[src/rtl/complex_nr_pkg.sv]
// rtl/complex_nr_pkg.sv - shared widths and FSM state encoding for the complex MAC accumulator
// Purpose : default operand/product widths and the two-state encoding used by complex_nr_acc.
// Ports   : none (package).
package complex_nr_pkg;

    localparam int DATA_WIDTH_DEF = 8;
    localparam int RES_WIDTH_DEF  = 2 * DATA_WIDTH_DEF + 1;
    localparam int LEN_WIDTH_DEF  = 6;
    localparam int ACC_WIDTH_DEF  = RES_WIDTH_DEF + LEN_WIDTH_DEF;

    typedef enum logic {
        ST_ACC = 1'b0,
        ST_OUT = 1'b1
    } state_t;

endpackage

[src/rtl/complex_nr_acc_if.sv]
// rtl/complex_nr_acc_if.sv - product input and frame-sum output handshakes
// Purpose : bundles the res_* product channel and the acc_* sum channel.
// Ports   : slave  - the accumulator (takes products, presents sums)
//           master - the surrounding logic (multiplier side + consumer side)
interface complex_nr_acc_if
    import complex_nr_pkg::*;
#(
    parameter int RES_WIDTH = RES_WIDTH_DEF,
    parameter int ACC_WIDTH = ACC_WIDTH_DEF
) ();

    logic                        res_val;
    logic                        res_ready;
    logic signed [RES_WIDTH-1:0] res_re;
    logic signed [RES_WIDTH-1:0] res_im;

    logic                        acc_val;
    logic                        acc_ready;
    logic signed [ACC_WIDTH-1:0] acc_re;
    logic signed [ACC_WIDTH-1:0] acc_im;
    logic                        acc_ovf;

    modport slave (
        input  res_val, res_re, res_im, acc_ready,
        output res_ready, acc_val, acc_re, acc_im, acc_ovf
    );

    modport master (
        output res_val, res_re, res_im, acc_ready,
        input  res_ready, acc_val, acc_re, acc_im, acc_ovf
    );

endinterface

[src/rtl/complex_nr_acc_add.sv]
// rtl/complex_nr_acc_add.sv - signed wrapping adder with overflow flag
// Purpose : one component (re or im) of the accumulator addition.
// Ports   : i_a, i_b - signed addends
//           o_sum    - two's-complement wrapped sum
//           o_ovf    - signed overflow of this addition
module complex_nr_acc_add
    import complex_nr_pkg::*;
#(
    parameter int ACC_WIDTH = ACC_WIDTH_DEF
) (
    input  logic signed [ACC_WIDTH-1:0] i_a,
    input  logic signed [ACC_WIDTH-1:0] i_b,
    output logic signed [ACC_WIDTH-1:0] o_sum,
    output logic                        o_ovf
);

    assign o_sum = i_a + i_b;

    // Overflow only possible when both addends share a sign and the result flips it.
    assign o_ovf = (i_a[ACC_WIDTH-1] == i_b[ACC_WIDTH-1]) &&
                   (o_sum[ACC_WIDTH-1] != i_a[ACC_WIDTH-1]);

endmodule

[src/rtl/complex_nr_acc.sv]
// rtl/complex_nr_acc.sv - frame accumulator turning the complex multiplier into a MAC stage
// Purpose : sums cfg_len complex products per frame and presents the sum with an overflow flag.
// Ports   : clk       - rising-edge clock
//           sw_rst    - synchronous active-high reset
//           cfg_len   - products per frame (0 means 1), sampled on the first product
//           frame_cnt - products accepted in the current frame
//           bus       - res_* product handshake in, acc_* sum handshake out
module complex_nr_acc
    import complex_nr_pkg::*;
#(
    parameter int DATA_WIDTH = DATA_WIDTH_DEF,
    parameter int RES_WIDTH  = 2 * DATA_WIDTH + 1,
    parameter int LEN_WIDTH  = LEN_WIDTH_DEF,
    parameter int ACC_WIDTH  = RES_WIDTH + LEN_WIDTH
) (
    input  logic                 clk,
    input  logic                 sw_rst,
    input  logic [LEN_WIDTH-1:0] cfg_len,
    output logic [LEN_WIDTH-1:0] frame_cnt,
    complex_nr_acc_if.slave      bus
);

    state_t                      r_state;
    state_t                      w_state_nxt;
    logic [LEN_WIDTH-1:0]        r_len;
    logic [LEN_WIDTH-1:0]        r_cnt;
    logic [LEN_WIDTH-1:0]        w_cnt_inc;
    logic [LEN_WIDTH-1:0]        w_len_eff;
    logic [LEN_WIDTH-1:0]        w_len_cur;
    logic signed [ACC_WIDTH-1:0] r_acc_re;
    logic signed [ACC_WIDTH-1:0] r_acc_im;
    logic signed [ACC_WIDTH-1:0] w_prod_re;
    logic signed [ACC_WIDTH-1:0] w_prod_im;
    logic signed [ACC_WIDTH-1:0] w_sum_re;
    logic signed [ACC_WIDTH-1:0] w_sum_im;
    logic                        r_ovf;
    logic                        w_ovf_re;
    logic                        w_ovf_im;
    logic                        w_ready;
    logic                        w_xfer;
    logic                        w_first;
    logic                        w_last;

    // Ready comes from state only; it is also held low while reset is asserted.
    assign w_ready = (r_state == ST_ACC) && !sw_rst;
    assign w_xfer  = bus.res_val && w_ready;

    assign w_prod_re = {{(ACC_WIDTH-RES_WIDTH){bus.res_re[RES_WIDTH-1]}}, bus.res_re};
    assign w_prod_im = {{(ACC_WIDTH-RES_WIDTH){bus.res_im[RES_WIDTH-1]}}, bus.res_im};

    // The first product of a frame latches the length, so the end-of-frame test
    // must use the freshly computed length on that same cycle.
    assign w_first   = (r_cnt == '0);
    assign w_len_eff = (cfg_len == '0) ? LEN_WIDTH'(1) : cfg_len;
    assign w_len_cur = w_first ? w_len_eff : r_len;
    assign w_cnt_inc = r_cnt + LEN_WIDTH'(1);
    assign w_last    = (w_cnt_inc == w_len_cur);

    complex_nr_acc_add #(.ACC_WIDTH(ACC_WIDTH)) u_add_re (
        .i_a   (r_acc_re),
        .i_b   (w_prod_re),
        .o_sum (w_sum_re),
        .o_ovf (w_ovf_re)
    );

    complex_nr_acc_add #(.ACC_WIDTH(ACC_WIDTH)) u_add_im (
        .i_a   (r_acc_im),
        .i_b   (w_prod_im),
        .o_sum (w_sum_im),
        .o_ovf (w_ovf_im)
    );

    always_comb begin
        w_state_nxt = r_state;
        case (r_state)
            ST_ACC: if (w_xfer && w_last) w_state_nxt = ST_OUT;
            ST_OUT: if (bus.acc_ready)    w_state_nxt = ST_ACC;
            default: w_state_nxt = ST_ACC;
        endcase
    end

    always_ff @(posedge clk) begin
        if (sw_rst) begin
            r_state  <= ST_ACC;
            r_len    <= LEN_WIDTH'(1);
            r_cnt    <= '0;
            r_acc_re <= '0;
            r_acc_im <= '0;
            r_ovf    <= 1'b0;
        end else begin
            r_state <= w_state_nxt;
            if (w_xfer) begin
                r_cnt <= w_cnt_inc;
                if (w_first) begin
                    r_len    <= w_len_eff;
                    r_acc_re <= w_prod_re;
                    r_acc_im <= w_prod_im;
                    r_ovf    <= 1'b0;
                end else begin
                    r_acc_re <= w_sum_re;
                    r_acc_im <= w_sum_im;
                    r_ovf    <= r_ovf || w_ovf_re || w_ovf_im;
                end
            end else if ((r_state == ST_OUT) && bus.acc_ready) begin
                r_cnt <= '0;
            end
        end
    end

    assign bus.res_ready = w_ready;
    assign bus.acc_val   = (r_state == ST_OUT);
    assign bus.acc_re    = r_acc_re;
    assign bus.acc_im    = r_acc_im;
    assign bus.acc_ovf   = r_ovf;
    assign frame_cnt     = r_cnt;

endmodule

[src/flat_wrapper.sv]
// flat-port wrapper written by rule: the top's interface ports become plain ports
module complex_nr_acc_flat import complex_nr_pkg::*;
#(
    parameter int DATA_WIDTH = DATA_WIDTH_DEF,
    parameter int RES_WIDTH  = 2 * DATA_WIDTH + 1,
    parameter int LEN_WIDTH  = LEN_WIDTH_DEF,
    parameter int ACC_WIDTH  = RES_WIDTH + LEN_WIDTH
)
  (clk, sw_rst, cfg_len, frame_cnt, bus_res_val, bus_res_re, bus_res_im, bus_acc_ready, bus_res_ready, bus_acc_val, bus_acc_re, bus_acc_im, bus_acc_ovf);
  complex_nr_acc_if #(.RES_WIDTH(RES_WIDTH), .ACC_WIDTH(ACC_WIDTH)) bus_i ();
  input  logic clk;
  input  logic sw_rst;
  input  logic [LEN_WIDTH-1:0] cfg_len;
  output logic [LEN_WIDTH-1:0] frame_cnt;
  input wire logic [$bits(bus_i.res_val)-1:0] bus_res_val;
  input wire logic [$bits(bus_i.res_re)-1:0] bus_res_re;
  input wire logic [$bits(bus_i.res_im)-1:0] bus_res_im;
  input wire logic [$bits(bus_i.acc_ready)-1:0] bus_acc_ready;
  output wire logic [$bits(bus_i.res_ready)-1:0] bus_res_ready;
  output wire logic [$bits(bus_i.acc_val)-1:0] bus_acc_val;
  output wire logic [$bits(bus_i.acc_re)-1:0] bus_acc_re;
  output wire logic [$bits(bus_i.acc_im)-1:0] bus_acc_im;
  output wire logic [$bits(bus_i.acc_ovf)-1:0] bus_acc_ovf;
  assign bus_i.res_val = bus_res_val;
  assign bus_i.res_re = bus_res_re;
  assign bus_i.res_im = bus_res_im;
  assign bus_i.acc_ready = bus_acc_ready;
  assign bus_res_ready = bus_i.res_ready;
  assign bus_acc_val = bus_i.acc_val;
  assign bus_acc_re = bus_i.acc_re;
  assign bus_acc_im = bus_i.acc_im;
  assign bus_acc_ovf = bus_i.acc_ovf;
  complex_nr_acc #(.DATA_WIDTH(DATA_WIDTH), .RES_WIDTH(RES_WIDTH), .LEN_WIDTH(LEN_WIDTH), .ACC_WIDTH(ACC_WIDTH)) u_core (.clk(clk), .sw_rst(sw_rst), .cfg_len(cfg_len), .frame_cnt(frame_cnt), .bus(bus_i));
endmodule
[config.mk]
export PLATFORM = sky130hd
export DESIGN_NAME = complex_nr_acc_flat
export DESIGN_NICKNAME = d
export VERILOG_FILES = /design/src/rtl/complex_nr_pkg.sv /design/src/rtl/complex_nr_acc_if.sv /design/src/rtl/complex_nr_acc_add.sv /design/src/rtl/complex_nr_acc.sv /design/src/flat_wrapper.sv
export SDC_FILE = /design/constraint.sdc
export NUM_CORES = 1
export LEC_CHECK = 0
export ABC_CLOCK_PERIOD_IN_PS = 4890
export BUFFER_PORTS_ARGS = -buffer_cell sky130_fd_sc_hd__buf_2
export CAP_MARGIN = 10
export CORE_ASPECT_RATIO = 0.8
export CORE_MARGIN = 5
export CORE_UTILIZATION = 40
export DETAILED_ROUTE_END_ITERATION = 8
export GPL_ROUTABILITY_DRIVEN = 0
export PLACE_DENSITY = 0.61
export SYNTH_ARGS = -nofsm -noshare
export SYNTH_HDL_FRONTEND = slang
export SYNTH_SLANG_ARGS = --single-unit
[constraint.sdc]
create_clock -name clk -period 4.89 [get_ports clk]
set_clock_uncertainty 0.15 [all_clocks]
set_input_delay 0.7335 -clock clk [delete_from_list [all_inputs] [get_ports clk]]
set_output_delay 0.7335 -clock clk [all_outputs]
set_load 0.02 [all_outputs]
==> results.toml, run 1 <==
[finish]
regArea_um2 = 1200
multi_input_area_um2 = 3650
nNetsFinal = 834
fillers = 1246
drive_gt1_share_pct = 17.4
areaGrowthSynthToFinish_pct = 18.1

[synthesis]
yosysWarnings = 0
synthArstFlopShare_pct = 0
ys.flop_type = "dfxtp_1"
syn-instance-count = 661
synth_edf_count = 0
ys_ff_latch = 60
synth_top_area_share_pct = 23.9
synthDistinctLibCells = 58
synth-seq-area-share_pct = 23.9
synth_area_um2 = 5030
syn_avg_cell_area_um2 = 7.61
synth_top_area_cell = "dfxtp_1"
synth_nets = 753
synth_common_cells = "nor2_1, nand2_1, dfxtp_1, a21oi_1, ha_1"
yosys-top-cells-area = "dfxtp_1, ha_1, nor2_1"
synth.most_common_cell = "nor2_1"

[cts]
cts.sinks = 60
tritoncts = "yes"
cts_resized = 0
clk_latency_ns = 0.33
postCtsSetupRepairBufs = 0
numCtsBuffers = 9
clockBufferDepth = 2
path_clk_slew_ns = 0.05
cts_hold_buf = 0
h-tree-depth = 3
root_buffer = "clkbuf_16"

[sta]
finalSetupTns_ns = 0
setup_violations = 0
worst_pin_slew_ns = 0.932
slew_headroom_pct = 37.9
finalCritPeriodShare_pct = 63.0
slew_violations = 0
fmax_mhz = 324
hold_violations = 0
period_minus_slack_ns = 3.08
rsz0062_at_grt = "no"

[detailed_routing]
viasPerCell = 5.75
wl_per_cell_um = 15.8
first_pass_iters = 5
vias = 5274
ant_nets = 0
wl_mm = 14.5
drc = 0
first_iter_violations = 326

[power]
p_sw_share_pct = 36.2
p_int_w = 0.00121
power_frac_seq_pct = 30.4
power_density_nw_per_um2 = 319
irDropWorstVdd_uv = 189
p_total_w = 0.00190
clkPwrFrac_pct = 32.6
p_comb_share_pct = 37.0
cellLeakagePower_nw = 2.70
switching_power_w = 0.000687

[grt]
grt_pass1_wl_mm = 24.4
grt_use_total_pct = 19.9
grt_pass1_vias = 5108
grt_max_degree = 44
antenna_found_initial = 1
grt_overflow = 0

[placed_design]
io_buffers = 98
dp_hpwl_mm = 10.6

[setup_path]
crit_path_start = "bus_res_re[0]"
start_kind = "input pin"
cp-end-kind = "flip-flop"
crit_type = "in -> reg"
crit_top_cell = "o21ai_0"
r2r_start = "u_core.frame_cnt[2]"
cp.required_ns = 4.97
crit_chain = "buf_2 > ha_1 > inv_1 > fa_1 > nor2b_1 > o31a_1 > o21ai_0 > a21boi_0 > o21ai_0 > xnor2_1 > nand2_1 > a311oi_1"
critPathMaxFanout = 3
slowest_stage = "a21boi_0"
slowest_delay_ns = 0.45
crit_arrival_ns = 3.17

[floorplan]
die_y_um = 110
num_io_pins = 99
row_count = 36
core_area_um2 = 12300
die_area_um2 = 14900
start_util_pct = 41.1
die_x_um = 135

[run]
maxCapViolations = 0

[hold_path]
min_from = "u_core.r_len[1]"
hold_path.class = "reg -> reg"

[status]
status = "finished, final reports clean"
-- cell usage in the layout, fill, tap and decap left out, types with 3 or more instances in the layout --
master      n
a211oi_1   28
a21o_1     18
a21oi_1    47
a221oi_1    3
a22oi_1     4
a311oi_1   17
a31oi_1     6
a41oi_1     4
and2_1      4
and4_1      4
buf_2      98
buf_4       5
clkbuf_16   9
clkbuf_8    4
dfxtp_1    60
ha_1       46
inv_1      15
mux2i_1     9
nand2_1    65
nand2b_1    3
nand3_1    19
nand4_1     9
nor2_1     77
nor2b_1     6
nor3_1     39
nor3b_1     4
nor4_1      5
o211ai_1    4
o21a_1     13
o21ai_0    31
o21bai_1    5
o311a_1     3
o31a_1      6
or2_2       5
or3_1       8
xnor2_1    18
xor2_1     10
-- worst max-delay path: cells and delay by family --
kind,cells,cell delay (ns)
adder cells (fa/ha/maj),2,0.58
buffers and inverters,2,0.16
AND/OR/NAND/NOR,2,0.28
AO/OA/AOI/OAI,5,1.27
XOR/XNOR,1,0.16
-- per-layer routing --
metal / vias to the layer above / wire, um / track usage (%)
li1: 2647 / - / -
met1: 2451 / 6900 / 26.1
met2: 152 / 6380 / 32.1
met3: 24 / 871 / 4.72
met4: 0 / 326 / 7.63
met5: - / 0 / 0
-- power groups by stage --
stage / Combinational (W) / Clock [W] / Sequential (W)
global route: 0.000783 / 0.000661 / 0.000582
CTS: 0.000699 / 0.000637 / 0.000575
floorplan: 0.000473 / 0 / 0.000627
finish: 0.000702 / 0.000618 / 0.000575
detailed placement: 0.000694 / 0 / 0.000585
global placement: 0.000684 / 0 / 0.000583
-- logic make-up (layout without fill, tap and decap cells) --
logic type      after synthesis  in the layout  share of synthesized area (%)
simple gates                256            256                           23.9
flops                        60             60                           23.9
buf+inv                      48            133                           3.73
compound gates              212            212                           29.6
fa+ha+maj                    48             48                           12.2
mux                           9              9                           1.79
other cells                   0              1                              0
xor+xnor                     28             28                           4.88
-- stage by stage --
stage	setup slack [ns]	utilization, %	hold WS (ns)	area [um2]	instances
2_1_floorplan	1.78	-	0.286	5030	661
3_3_place_gp	1.56	46.1	0.294	5650	902
3_5_place_dp	1.49	46.1	0.299	5650	902
4_1_cts	1.83	48.5	0.307	5940	917
5_1_grt	1.54	48.5	0.333	5940	918
6_report	1.81	48.5	0.306	5940	918
-- flip-flops by register name, summed over array words and instances (netlist names) --
| name | cells |
|---|---|
| u_core.bus.acc_val | 1 |
| u_core.r_len | 6 |
| u_core.bus.acc_ovf | 1 |
| u_core.frame_cnt | 6 |
| u_core.bus.acc_re | 23 |
| u_core.bus.acc_im | 23 |
-- path summary, 6_finish.rpt --
path | endpoint | slack (ns) | depth (start not counted)
worst min-delay path | u_core.r_len[1] | 0.31 | 2
worst max-delay path | u_core.bus.acc_re[10] | 1.81 | 12
worst min register to register | u_core.r_len[1] | 0.31 | 2
worst max register to register | u_core.bus.acc_im[22] | 1.84 | 7
-- layout make-up --
cell class / instances / area share (%)
clock buffers: 14 / 4.78
well taps: 171 / 3.60
flip-flops and latches: 60 / 20.2
repair buffers: 103 / 8.89
clock inverters: 1 / 0.0842
inverters: 15 / 0.948
diodes: 1 / 0.0421
multi-input cells: 553 / 61.4
No activity file was read; power rests on OpenSTA's default activity.
==> run 2, diff against run 1 <==
- ABC_CLOCK_PERIOD_IN_PS: 4890 -> 2490
- PLACE_DENSITY: 0.61 -> 0.63
- clock period: 4.89 -> 2.49 ns (I/O delays scaled with it)
==> results.toml, run 2 (synthesis gave the netlist of run 1 again) <==
[floorplan]
die_area_um2 = 14900
start_util_pct = 41.1
row_count = 36
die_y_um = 110
num_io_pins = 99
die_x_um = 135
core_area_um2 = 12300

[setup_path]
rr_worst_depth = 11
cp.required_ns = 2.55
r2r_start = "u_core.bus.acc_im[0]"
critPathMaxFanout = 3
cp-end-kind = "flip-flop"
reg2reg_to = "u_core.bus.acc_im[10]"
crit_arrival_ns = 2.79
crit_type = "reg -> reg"
start_kind = "flip-flop"
reg2reg_setup_slack_ns = -0.23

[sta]
setup_violations = 13
finalCritPeriodShare_pct = 109
fmax_mhz = 367
slew_headroom_pct = 63.5
setup_ws_ns = -0.233
slew_violations = 0
rsz0062_at_grt = "yes"
worst_pin_slew_ns = 0.547
finalSetupTns_ns = -1.85
period_minus_slack_ns = 2.72
hold_violations = 0

[finish]
layout_common_cells = "buf_4, buf_2, nor2_1"
n_antenna_cell = 0
areaGrowthSynthToFinish_pct = 46.2
drive_gt1_share_pct = 37.6
nNetsFinal = 953
fillers = 1127
stdcell_count = 1037
layout_commonest_cell = "buf_4"
final_cell_area_um2 = 7350

[grt]
grt_pass1_wl_mm = 27.5
antenna_found_initial = 0
grt_max_degree = 38
grt_use_total_pct = 22.6
grt_pass1_vias = 5739
grt_overflow = 0

[cts]
h-tree-depth = 3
clk_latency_ns = 0.35
path_clk_slew_ns = 0.06
cts.sinks = 60
root_buffer = "clkbuf_16"
numCtsBuffers = 9
cts_hold_buf = 0
tritoncts = "yes"
clockBufferDepth = 2

[detailed_routing]
ant_nets = 0
wl_mm = 17.2
drc = 0
vias = 5817
wl_per_cell_um = 16.6
first_pass_iters = 4
viasPerCell = 5.61
first_iter_violations = 340

[placed_design]
place_worst_setup_slack_ns = -0.374
place_area_um2 = 6540
io_buffers = 98
place_inst = 1009
dp_hpwl_mm = 12.1

[power]
power_density_nw_per_um2 = 588
p_total_w = 0.00432
irDropWorstVdd_uv = 465
cellLeakagePower_nw = 3.37

[hold_path]
hold_path_end = "u_core.r_len[3]"
hold_path_depth = 3
min_from = "cfg_len[3]"
hold_path.class = "in -> reg"

[status]
status = "finished with violations"
failed_checks = "negative setup slack"

[run]
maxCapViolations = 0
-- run 2: how the worst max path moves through the flow --
stage | startpoint | to | slack (ns) | cells past startpoint
3_5_place_dp | bus_res_im[0] | u_core.bus.acc_im[20] | -0.37 | 12
6_report | u_core.bus.acc_im[0] | u_core.bus.acc_im[10] | -0.23 | 11
4_1_cts | u_core.bus.acc_im[0] | u_core.bus.acc_im[20] | -0.21 | 11
3_3_place_gp | bus_res_im[0] | u_core.bus.acc_im[10] | -0.33 | 12
5_1_grt | u_core.bus.acc_im[0] | u_core.bus.acc_im[10] | -0.37 | 11
2_1_floorplan | u_core.bus.acc_im[0] | u_core.bus.acc_im[20] | -0.17 | 11
-- run 2: repair_timing --
action	CTS	global route
gates resized for setup	30	57
endpoints found under the hold margin	0	0
buffers inserted	17	3
endpoints found under the setup margin	23	32
pin swaps	28	34
-- run 2: worst max-delay path, cell delays in order, from the launching register on --
cell	delay [ns]
dfxtp_4	0.35
ha_4	0.15
inv_2	0.05
fa_2	0.22
nor2b_4	0.05
o31a_1	0.27
o41a_4	0.39
o21a_1	0.20
o21a_1	0.19
o31a_1	0.30
a221oi_2	0.22
nor3_1	0.07
-- run 2: metal layers --
layer | vias to the layer above | wire length, um | global-route usage, %
met5 | - | 0 | 0
met2 | 165 | 8160 | 37.8
met1 | 2767 | 7900 | 29.1
met4 | 0 | 234 | 7.84
met3 | 20 | 896 | 5.04
li1 | 2865 | - | -
-- run 2: per-stage QoR --
stage,util (%),hold slack (ns)
4_1_cts,57.6,0.130
5_1_grt,60.0,0.145
6_report,60.0,0.143
2_1_floorplan,-,0.286
3_3_place_gp,53.4,0.292
3_5_place_dp,53.4,0.303
-- run 2: where the power goes --
part / switching [W] / leakage, nW / internal, W
logic: 0.00102 / 2.72 / 0.000880
registers: 0.0000840 / 0.499 / 0.00105
clock network: 0.000466 / 0.155 / 0.000821
total: 0.00157 / 3.37 / 0.00275
-- run 2: cell type report --
| class | instances | area [um2] | area share, % |
|---|---|---|---|
| Clock inverter | 5 | 50.0 | 0.681 |
| Clock buffer | 11 | 253 | 3.44 |
| Tap cell | 171 | 214 | 2.91 |
| Sequential cell | 60 | 1210 | 16.5 |
| Inverter | 15 | 56.3 | 0.766 |
| Timing Repair Buffer | 222 | 1460 | 19.9 |
| Multi-Input combinational cell | 553 | 4100 | 55.8 |
==> run 3, diff against run 2 <==
- BUFFER_PORTS_ARGS: -buffer_cell sky130_fd_sc_hd__buf_2 -> not set
- DONT_BUFFER_PORTS: not set -> 1
- PLACE_DENSITY: 0.63 -> 0.56
==> results.toml, run 3 (synthesis gave the netlist of run 1 again) <==
[hold_path]
hold_path_depth = 2
hold_path.class = "in -> reg"
hold_path_end = "u_core.r_len[1]"
min_from = "cfg_len[1]"

[floorplan]
die_area_um2 = 14900
start_util_pct = 41.1
die_x_um = 135
core_area_um2 = 12300
die_y_um = 110
num_io_pins = 99
row_count = 36

[setup_path]
start_kind = "flip-flop"
reg2reg_to = "u_core.bus.acc_ovf"
crit_family = "compound AO/OA/AOI/OAI gates"
crit_buf_inv = 1
crit_top_cell = "o31a_1"
reg2reg_setup_slack_ns = -0.23
slowest_stage = "dfxtp_4"
cp-end-kind = "flip-flop"
cp.required_ns = 2.56
crit_arrival_ns = 2.79
crit_chain = "ha_4 > inv_2 > fa_2 > nor2b_2 > o31a_1 > o31a_1 > o2111a_1 > o2111ai_2 > nand3b_1 > mux2i_1 > o31a_1"
crit_path_start = "u_core.bus.acc_re[0]"
rr_worst_depth = 11
critPathMaxFanout = 3
crit_type = "reg -> reg"
slowest_delay_ns = 0.35
r2r_start = "u_core.bus.acc_re[0]"

[grt]
grt_pass1_vias = 5289
grt_overflow = 0
antenna_found_initial = 0
grt_pass1_wl_mm = 26.0
grt_max_degree = 58
grt_use_total_pct = 21.2

[finish]
fillers = 1156
layout_common_cells = "buf_4, nor2_1, nand2_1"
stdcell_count = 933
layout_commonest_cell = "buf_4"
areaGrowthSynthToFinish_pct = 34.4
regArea_um2 = 1210
final_cell_area_um2 = 6760
multi_input_area_um2 = 4080
nNetsFinal = 850
n_antenna_cell = 0
drive_gt1_share_pct = 27.8

[power]
p_total_w = 0.00392
power_density_nw_per_um2 = 581
irDropWorstVdd_uv = 373
cellLeakagePower_nw = 2.90

[run]
maxCapViolations = 0

[sta]
slew_headroom_pct = 66.6
whs_ns = 0.0391
slew_violations = 0
hold_violations = 0
rsz0062_at_grt = "yes"
setup_violations = 13
fmax_mhz = 367
setup_ws_ns = -0.233
finalCritPeriodShare_pct = 109
worst_pin_slew_ns = 0.495
period_minus_slack_ns = 2.72

[placed_design]
place_inst = 913
dp_hpwl_mm = 11.5
io_buffers = 0
place_area_um2 = 6080

[cts]
numCtsBuffers = 9
tritoncts = "yes"
path_clk_slew_ns = 0.05
clockBufferDepth = 2
root_buffer = "clkbuf_16"
h-tree-depth = 3
cts.sinks = 60
clk_latency_ns = 0.33

[detailed_routing]
viasPerCell = 5.72
ant_nets = 0
wl_per_cell_um = 16.9
first_iter_violations = 233
vias = 5338
first_pass_iters = 6
wl_mm = 15.8
drc = 0

[status]
status = "finished with violations"
failed_checks = "negative setup slack"
## run 3: worst max path at each step
stage / endpoint / slack [ns] / depth (start not counted)
4_1_cts: u_core.bus.acc_im[22] / -0.24 / 10
3_3_place_gp: u_core.bus.acc_re[21] / -0.22 / 9
5_1_grt: u_core.bus.acc_ovf / -0.32 / 11
6_report: u_core.bus.acc_ovf / -0.23 / 11
3_5_place_dp: u_core.bus.acc_im[22] / -0.27 / 8
2_1_floorplan: u_core.bus.acc_im[20] / -0.17 / 11
## run 3: routing by layer
| metal | part of all wire, % | vias up | GRT usage (%) |
|---|---|---|---|
| li1 | - | 2670 | - |
| met1 | 47 | 2528 | 27.0 |
| met2 | 46 | 119 | 36.2 |
| met3 | 5.6 | 21 | 4.99 |
| met4 | 1.7 | 0 | 5.76 |
| met5 | 0 | - | 0 |
## run 3: area by class of cell
cell class,instances,share of cell area [%]
multi-input combinational,553,60.3
tap,171,3.17
timing repair buffer,119,14.0
sequential,60,18.0
clock inverter,3,0.222
clock buffer,12,3.50
inverter,15,0.833
## run 3: worst reg2reg max path: cells and delay by family (launching register included)
family / cells / cell delay [ns]
compound gates: 5 / 1.34
fa+ha+maj: 2 / 0.36
flops: 1 / 0.35
simple gates: 2 / 0.22
mux: 1 / 0.16
buf+inv: 1 / 0.05
## run 3: report_power, final
group          switching (W)  leakage (nW)  internal, W  total [W]
registers          0.0000874         0.499      0.00105    0.00114
clock network       0.000433         0.126     0.000663    0.00110
logic               0.000908          2.27     0.000781    0.00169
total                0.00143          2.90      0.00250    0.00392
## run 3: metrics by stage
step                util, %  worst slack, ns  TNS, ns
floorplan                 -           -0.167   -0.498
global placement       49.6           -0.217    -2.36
detailed placement     49.6           -0.272    -3.03
CTS                    52.7           -0.240    -1.66
global route           55.2           -0.323    -3.09
finish                 55.2           -0.233    -1.69
## run 3: timing repair
action	4_1_cts	5_1_grt
resized for setup	18	53
endpoints found under the setup margin	21	31
buffers inserted	4	1
hold buffers	1	0
hold endpoints to repair	57	0
pin swaps	17	31
